<file path="config.mk">
export PLATFORM = sky130hd
export DESIGN_NAME = button_debouncer
export DESIGN_NICKNAME = d
export VERILOG_FILES = /design/src/rtl/button_debouncer_pkg.sv /design/src/rtl/button_debouncer_sync_2ff.sv /design/src/rtl/button_debouncer.sv
export SDC_FILE = /design/constraint.sdc
export NUM_CORES = 1
export LEC_CHECK = 0
export BUFFER_PORTS_ARGS = -buffer_cell sky130_fd_sc_hd__buf_2
export CAP_MARGIN = 20
export CORE_ASPECT_RATIO = 1.4
export CORE_UTILIZATION = 50
export CTS_CLUSTER_SIZE = 8
export DETAILED_ROUTE_END_ITERATION = 6
export GPL_TIMING_DRIVEN = 0
export PLACE_DENSITY = 0.71
export SLEW_MARGIN = 20
export SYNTH_ARGS = -nofsm -noshare
export SYNTH_HDL_FRONTEND = slang
export SYNTH_SLANG_ARGS = --single-unit
</file>
<file path="constraint.sdc">
create_clock -name i_clk -period 2 [get_ports i_clk]
set_clock_uncertainty 0.05 [all_clocks]
set_input_delay 0.4 -clock i_clk [delete_from_list [all_inputs] [get_ports i_clk]]
set_output_delay 0.4 -clock i_clk [all_outputs]
set_load 0.005 [all_outputs]
</file>
<file path="src/rtl/button_debouncer_pkg.sv">
// Shared types and constants for the push-button debouncer.
// Holds the FSM state enum, debounce defaults and a counter-width helper.
package button_debouncer_pkg;

   typedef enum logic [1:0] {
      STABLE_LOW  = 2'b00,
      WAIT_HIGH   = 2'b01,
      STABLE_HIGH = 2'b10,
      WAIT_LOW    = 2'b11
   } db_state_t;

   localparam int DEBOUNCE_DEFAULT = 1_000_000;
   localparam int DEBOUNCE_SIM     = 4;

   // Counter must hold 0..n-1 and never be zero bits wide.
   function automatic int cnt_width(input int n);
      return (n > 1) ? $clog2(n) : 1;
   endfunction

endpackage

</file>
<file path="src/rtl/button_debouncer_sync_2ff.sv">
// Two-flop synchroniser for an asynchronous single-bit input.
// Ports: i_clk, i_rst_n (async low), i_d (async in), o_q (synchronised).
module sync_2ff #(
   parameter logic RST_VAL = 1'b0
) (
   input  logic i_clk,
   input  logic i_rst_n,
   input  logic i_d,
   output logic o_q
);

   logic meta;

   always_ff @(posedge i_clk or negedge i_rst_n) begin
      if (!i_rst_n) begin
         meta <= RST_VAL;
         o_q  <= RST_VAL;
      end else begin
         meta <= i_d;
         o_q  <= meta;
      end
   end

endmodule

</file>
<file path="src/rtl/button_debouncer.sv">
// Debounces a raw push-button pin into a clean active-high level.
// Ports: i_clk, i_rst_n, i_button (raw pin), o_level, o_bouncing.
module button_debouncer
   import button_debouncer_pkg::*;
#(
   parameter int DEBOUNCE_CYCLES   = DEBOUNCE_DEFAULT,
   parameter bit BUTTON_ACTIVE_LOW = 1'b1
) (
   input  logic i_clk,
   input  logic i_rst_n,
   input  logic i_button,
   output logic o_level,
   output logic o_bouncing
);

   localparam int CW = cnt_width(DEBOUNCE_CYCLES);
   localparam logic [CW-1:0] CNT_LAST = CW'(DEBOUNCE_CYCLES - 1);

   logic      pin_q;
   logic      s;
   db_state_t state, state_d;
   logic [CW-1:0] cnt, cnt_d;
   logic      level, level_d;

   // Reset to the released pin value so no phantom press is seen.
   sync_2ff #(
      .RST_VAL (BUTTON_ACTIVE_LOW)
   ) u_sync (
      .i_clk   (i_clk),
      .i_rst_n (i_rst_n),
      .i_d     (i_button),
      .o_q     (pin_q)
   );

   // s = 1 means pressed regardless of pin polarity.
   assign s = pin_q ^ BUTTON_ACTIVE_LOW;

   always_ff @(posedge i_clk or negedge i_rst_n) begin
      if (!i_rst_n) begin
         state <= STABLE_LOW;
         cnt   <= '0;
         level <= 1'b0;
      end else begin
         state <= state_d;
         cnt   <= cnt_d;
         level <= level_d;
      end
   end

   always_comb begin
      state_d = state;
      cnt_d   = cnt;
      level_d = level;
      case (state)
         STABLE_LOW: begin
            level_d = 1'b0;
            if (s) begin
               state_d = WAIT_HIGH;
               cnt_d   = '0;
            end
         end
         WAIT_HIGH: begin
            level_d = 1'b0;
            if (!s) begin
               state_d = STABLE_LOW;
               cnt_d   = '0;
            end else if (cnt == CNT_LAST) begin
               state_d = STABLE_HIGH;
               level_d = 1'b1;
               cnt_d   = '0;
            end else begin
               cnt_d = cnt + 1'b1;
            end
         end
         STABLE_HIGH: begin
            level_d = 1'b1;
            if (!s) begin
               state_d = WAIT_LOW;
               cnt_d   = '0;
            end
         end
         WAIT_LOW: begin
            level_d = 1'b1;
            if (s) begin
               state_d = STABLE_HIGH;
               cnt_d   = '0;
            end else if (cnt == CNT_LAST) begin
               state_d = STABLE_LOW;
               level_d = 1'b0;
               cnt_d   = '0;
            end else begin
               cnt_d = cnt + 1'b1;
            end
         end
         default: begin
            state_d = STABLE_LOW;
            cnt_d   = '0;
            level_d = 1'b0;
         end
      endcase
   end

   assign o_level    = level;
   assign o_bouncing = (state == WAIT_HIGH) || (state == WAIT_LOW);

endmodule

</file>
Word-level counts from Yosys, hierarchy flattened --
Cells that the tools add are included.
Cells by class: reduce and logical (&&, ||, !) cells 4, add/subtract/negate cells 1, eq/ne operators 8, muxes and demuxes 18
Operator list (number):
- $mux 20 | 5
- $pmux 20 s4 | 1
- $add 20x1->20 const B | 1
- $eq 20x20->1 const B | 1
- $mux 2 | 6
- $pmux 2 s4 | 1
- $eq 2x2->1 const B | 2
- $mux 1 | 4
- $pmux 1 s4 | 1
- $reduce_and 4->1 | 1
- $ne 3x2->1 const B | 1
- $ne 3x3->1 const B | 1
- $eq 2x1->1 const B | 1
- $logic_not 2->1 | 1
- $ne 2x1->1 const B | 1
- $ne 2x2->1 const B | 1
- $reduce_and 2->1 | 1
- $logic_or 1x1->1 | 1
Storage, ports and cells: input port bits 3, word-level logic and storage cells 36, register bits after elaboration 25, output and inout port bits 2

Logic depth before layout (Yosys ltp) --
depth after elaboration 4, gate-level depth with buffers 6, depth with buffers taken out 6

Modules after synthesis --
Synthesis repeated with hierarchy kept, for this count alone.
Unflattened totals: cells, all modules 134, area, all modules 1350.0 µm²
Modules (own cells, without submodules):
- button_debouncer | times used 1, seq. area each 575.6 µm², area each 1297.5 µm², cells an instance 132
- sync_2ff | times used 1, seq. area each 52.6 µm², area each 52.6 µm², cells an instance 2

Least setup slack after synthesis --
Ideal clock, no wire load.
path type reg2reg, from reg cnt[16], to reg cnt[3], buffers on the path 1, arrival 1.753 ns, stages on the path, launching flop included 7, data required time 1.829 ns, clock period less this slack 1.924 ns, slack 0.076 ns, setup time 0.121 ns, path through dfrtp_1 nand3_2 or4_1 o31a_1 buf_6 a21o_1 a22o_1
On the way: cells in the longest elaborated chain, start to end 4, elaborated cells on any way between the ends 5, those cells by class eq/ne (1); mux (4)
Ends and longest elaborated chain:
- start: declaration | RTL line button_debouncer.sv:22 | logic [CW-1:0] cnt, cnt_d;
- start signal: assignment | RTL line button_debouncer.sv:45 | cnt <= cnt_d;
- $eq 20x20->1 (*) | RTL line button_debouncer.sv:67, button_debouncer.sv:87
- $mux 20 (*) | RTL line button_debouncer.sv:67, button_debouncer.sv:87
- $mux 20, on equally long branches | RTL line button_debouncer.sv:84, button_debouncer.sv:64
- $pmux 20 s4 (*) | RTL line button_debouncer.sv:54 | case (state)
Every way passes the cells marked *; elsewhere a longest branch is shown, timed or not. A chain may end at the register's enable or synchronous reset.

Final worst setup path --
from reg cnt[15], to reg cnt[18]
On the way: cells in the longest elaborated chain, start to end 4, elaborated cells on any way between the ends 6, those cells by class add/sub (1); eq/ne (1); mux (4)
Ends and longest elaborated chain (RTL line):
- $add 20x1->20 or $eq 20x20->1 (tied branches)
- $mux 20 (*) | button_debouncer.sv:67, button_debouncer.sv:87
- $mux 20, on equally long branches | button_debouncer.sv:84, button_debouncer.sv:64
- $pmux 20 s4 (*) | button_debouncer.sv:54
Marked as above.

==> metrics.md <==
| Metric | Value |
|---|---|
| Nets | `161` |
| Syn_nets | `143` |
| Chip Height | `62.5 µm` |
| Reg power frac | `0.648` |
| Synth cell types | `34` |
| Status | `complete, but fails checks` |
| Worst Tran Pin Value | `0.545 ns` |
| Post-synth top cells | `dfrtp_1 (23), nand2_1 (15), a21oi_1 (9), a31oi_1 (9)` |
| Ratio of cells with drive above 1 in the final layout | `0.192` |
| Max Cap Violations | `0` |
| HPWL after detailed placement | `1930 µm` |
| Comb pwr share | `0.085` |
| Final wirelength | `2910 µm` |
| Worst VDD drop | `0.462 mV` |
| Post-synth top area share | `0.440` |
| Initial DRT Pass Iterations | `4` |
| Fin crit share | `0.995` |
| CTS root buf | `clkbuf_4` |
| Primary FF master, synth | `dfrtp_1` |
| Synth-to-layout area growth | `14.9%` |
| Vias/cell | `6.03` |
| Clock share of power | `0.267` |
| Syn Std Cell Area | `1310 µm²` |
| Cts bufs inserted | `3` |
| Max frequency | `0.502 GHz` |
| WHS | `-0.00319 ns` |
| CP startpoint kind | `flop` |
| CP endpoint | `cnt[18]` |
| Die ar. | `2830 µm²` |
| Largest net degree at the start of global routing | `26` |
| Final hold viol count | `4` |
| Number of routed nets with antenna violations | `0` |
| Via count | `1146` |
| Worst Reg-to-Reg Cells | `5` |
| First-pass GRT wire length | `4700 µm` |
| Internal power | `624 µW` |
| CP Class | `reg2reg` |
| Grt total ovfl | `0` |
| Most numerous cell in the Yosys netlist | `dfrtp_1` |
| Arrival time worst endpoint | `2.14 ns` |
| Slew HR | `0.637` |
| Clock slew at reported path FFs | `0.13 ns` |
| Row cnt | `21` |
| Drt wl/cell | `15.3 µm` |
| Chip width | `45.2 µm` |
| Core area | `2440 µm²` |
| Psw | `201 µW` |
| Area contributors post-synth | `dfrtp_1 (44%), a31oi_1 (4.3%), nand2_1 (4.3%), dfstp_2 (4.0%), mux2i_1 (3.8%)` |
| Reg-to-Reg End | `cnt[18]` |
| # hold bufs at CTS | `0` |
| Yosys warns | `0` |
| Crit-path max FO | `10` |
| Final setup viols | `0` |
| Gr usage total | `0.222` |
| Switch share | `0.244` |
| Lkg Pwr | `0.647 nW` |
| Longest Clk Path Bufs | `2` |
| Port Buffers | `4` |
| First-iteration detailed-routing DRC count | `32` |
| CTS Sinks | `25` |
| Hold Crit Class | `in2async` |
| Clk_lat worst skew | `0.31 ns` |
| FF+latch count, synth | `25` |
| Post-Synthesis Cells | `139` |
| Critical Path RT | `2.15 ns` |
| CTS tree | `yes` |
| Total negative slack | `0 ns` |
| Number of global-route vias before repair | `1065` |
| Pwr Density | `549 nW/µm²` |
| ANT cells | `0` |
| Tot Pwr | `826 µW` |
| Routability cong. | `0.813` |
| Ys async rst share | `1.00` |
| Period minus WS final | `1.99 ns` |
| Fin. max-slew vios | `0` |
| CP Capture Type | `flop` |
| Htree depth | `1` |
| Reg2reg start | `cnt[15]` |
| Worst reg2reg setup slack | `0.01 ns` |
| Number of antenna violations at the first check in global routing | `0` |
| Seq/Total Area, Yosys | `0.480` |
| Failing checks | `hold timing` |
| CP Launch Point | `cnt[15]` |
| Yosys top cell by area | `dfrtp_1` |
| Mean area per synthesized cell | `9.41 µm²` |
| RSZ-0062 raised after global routing | `true` |
| IO Pins | `5` |
| Initial core utilization | `0.535` |
| Post-synth EDFFs | `0` |
| Post-route DRC | `0` |
-- flip-flops by register name, summed over array words and instances (netlist names), named ones only --
signal       cells
state            1
u_sync.o_q       1
cnt             20
u_sync.meta      1
o_level          1
-- placed cells by master, fill, tap and decap left out, types with 2 or more instances in the layout --
cell type / n
buf_4: 10
nand3_1: 8
dfrtp_2: 2
dfrtp_1: 21
clkbuf_1: 6
and3_1: 2
o21ai_0: 4
and4_1: 2
buf_2: 5
mux2i_1: 5
a31oi_1: 9
dfstp_2: 2
and2_1: 2
a21oi_1: 9
inv_1: 4
xnor2_1: 4
clkbuf_4: 3
nand2b_1: 3
nor3_1: 2
nand2_1: 15
a22o_1: 5
nor2_1: 8
nand4_1: 8
o211ai_1: 2
-- layout make-up --
cell class | count | area [µm²]
Fill cell | 211 | 941
Multi-Input combinational cell | 102 | 658
Sequential cell | 25 | 631
Timing Repair Buffer | 13 | 85.1
Buffer | 8 | 45.0
Tap cell | 34 | 42.5
Clock buffer | 4 | 26.3
Inverter | 4 | 15.0
-- worst min-delay path by stage --
stage / startpoint / endpoint / depth (start not counted)
global placement: u_sync.meta / u_sync.o_q / 0
CTS: i_rst_n / cnt[6] / 1
floorplan: i_rst_n / async pin / 0
global route: i_rst_n / cnt[8] / 1
detailed placement: u_sync.meta / u_sync.o_q / 0
finish: i_rst_n / cnt[6] / 1
-- repair_timing --
| item | 4_1_cts | 5_1_grt |
|---|---|---|
| pin swaps | 1 | 4 |
| endpoints found under the setup margin | 19 | 17 |
| gates cloned | 0 | 1 |
| buffers inserted | 3 | 5 |
| resized for setup | 2 | 11 |
-- layer usage --
layer / vias up / share of wire / global-route usage / wire, µm
li1: 542 / - / - / -
met1: 574 / 0.42 / 0.298 / 1220
met2: 26 / 0.53 / 0.361 / 1550
met3: 4 / 0.036 / 0.0173 / 104
met4: 0 / 0.010 / 0.0871 / 29
met5: - / 0 / 0 / 0
-- critical path, cell delays in order (launching register included) --
cell and delay [ns]:
dfrtp_2 0.46, or4_4 0.52, o31a_1 0.38, buf_4 0.21, a32oi_2 0.18, nand2_1 0.09
-- power groups by stage --
stage	clock [mW]	combinational, mW	sequential, mW
floorplan	0	0.0414	0.541
global placement	0	0.0639	0.543
detailed placement	0	0.0657	0.544
CTS	0.234	0.0673	0.534
global route	0.255	0.0778	0.537
finish	0.220	0.0703	0.535
-- through the flow --
step                setup WS (ns)  instance area (µm²)  instances  hold slack (ns)   util
finish                    0.00981                 1500        190         -0.00319  0.615
global route              -0.0329                 1500        190           0.0411  0.615
CTS                        0.0395                 1420        184           0.0117  0.582
detailed placement        -0.0876                 1370        177            0.298  0.561
global placement          -0.0575                 1370        177            0.296  0.561
floorplan                  0.0762                 1310        139           0.0544      -
-- logic make-up after synthesis --
| logic type | Yosys count | share of synthesized area |
|---|---|---|
| multiplexers | 6 | 0.0469 |
| flip-flops | 25 | 0.480 |
| AO/OA/AOI/OAI | 33 | 0.161 |
| XOR/XNOR | 4 | 0.0268 |
| buffers and inverters | 12 | 0.0421 |
| adder cells (fa/ha/maj) | 1 | 0.00957 |
| AND/OR/NAND/NOR | 58 | 0.234 |
(Power assumes the default switching activity.)
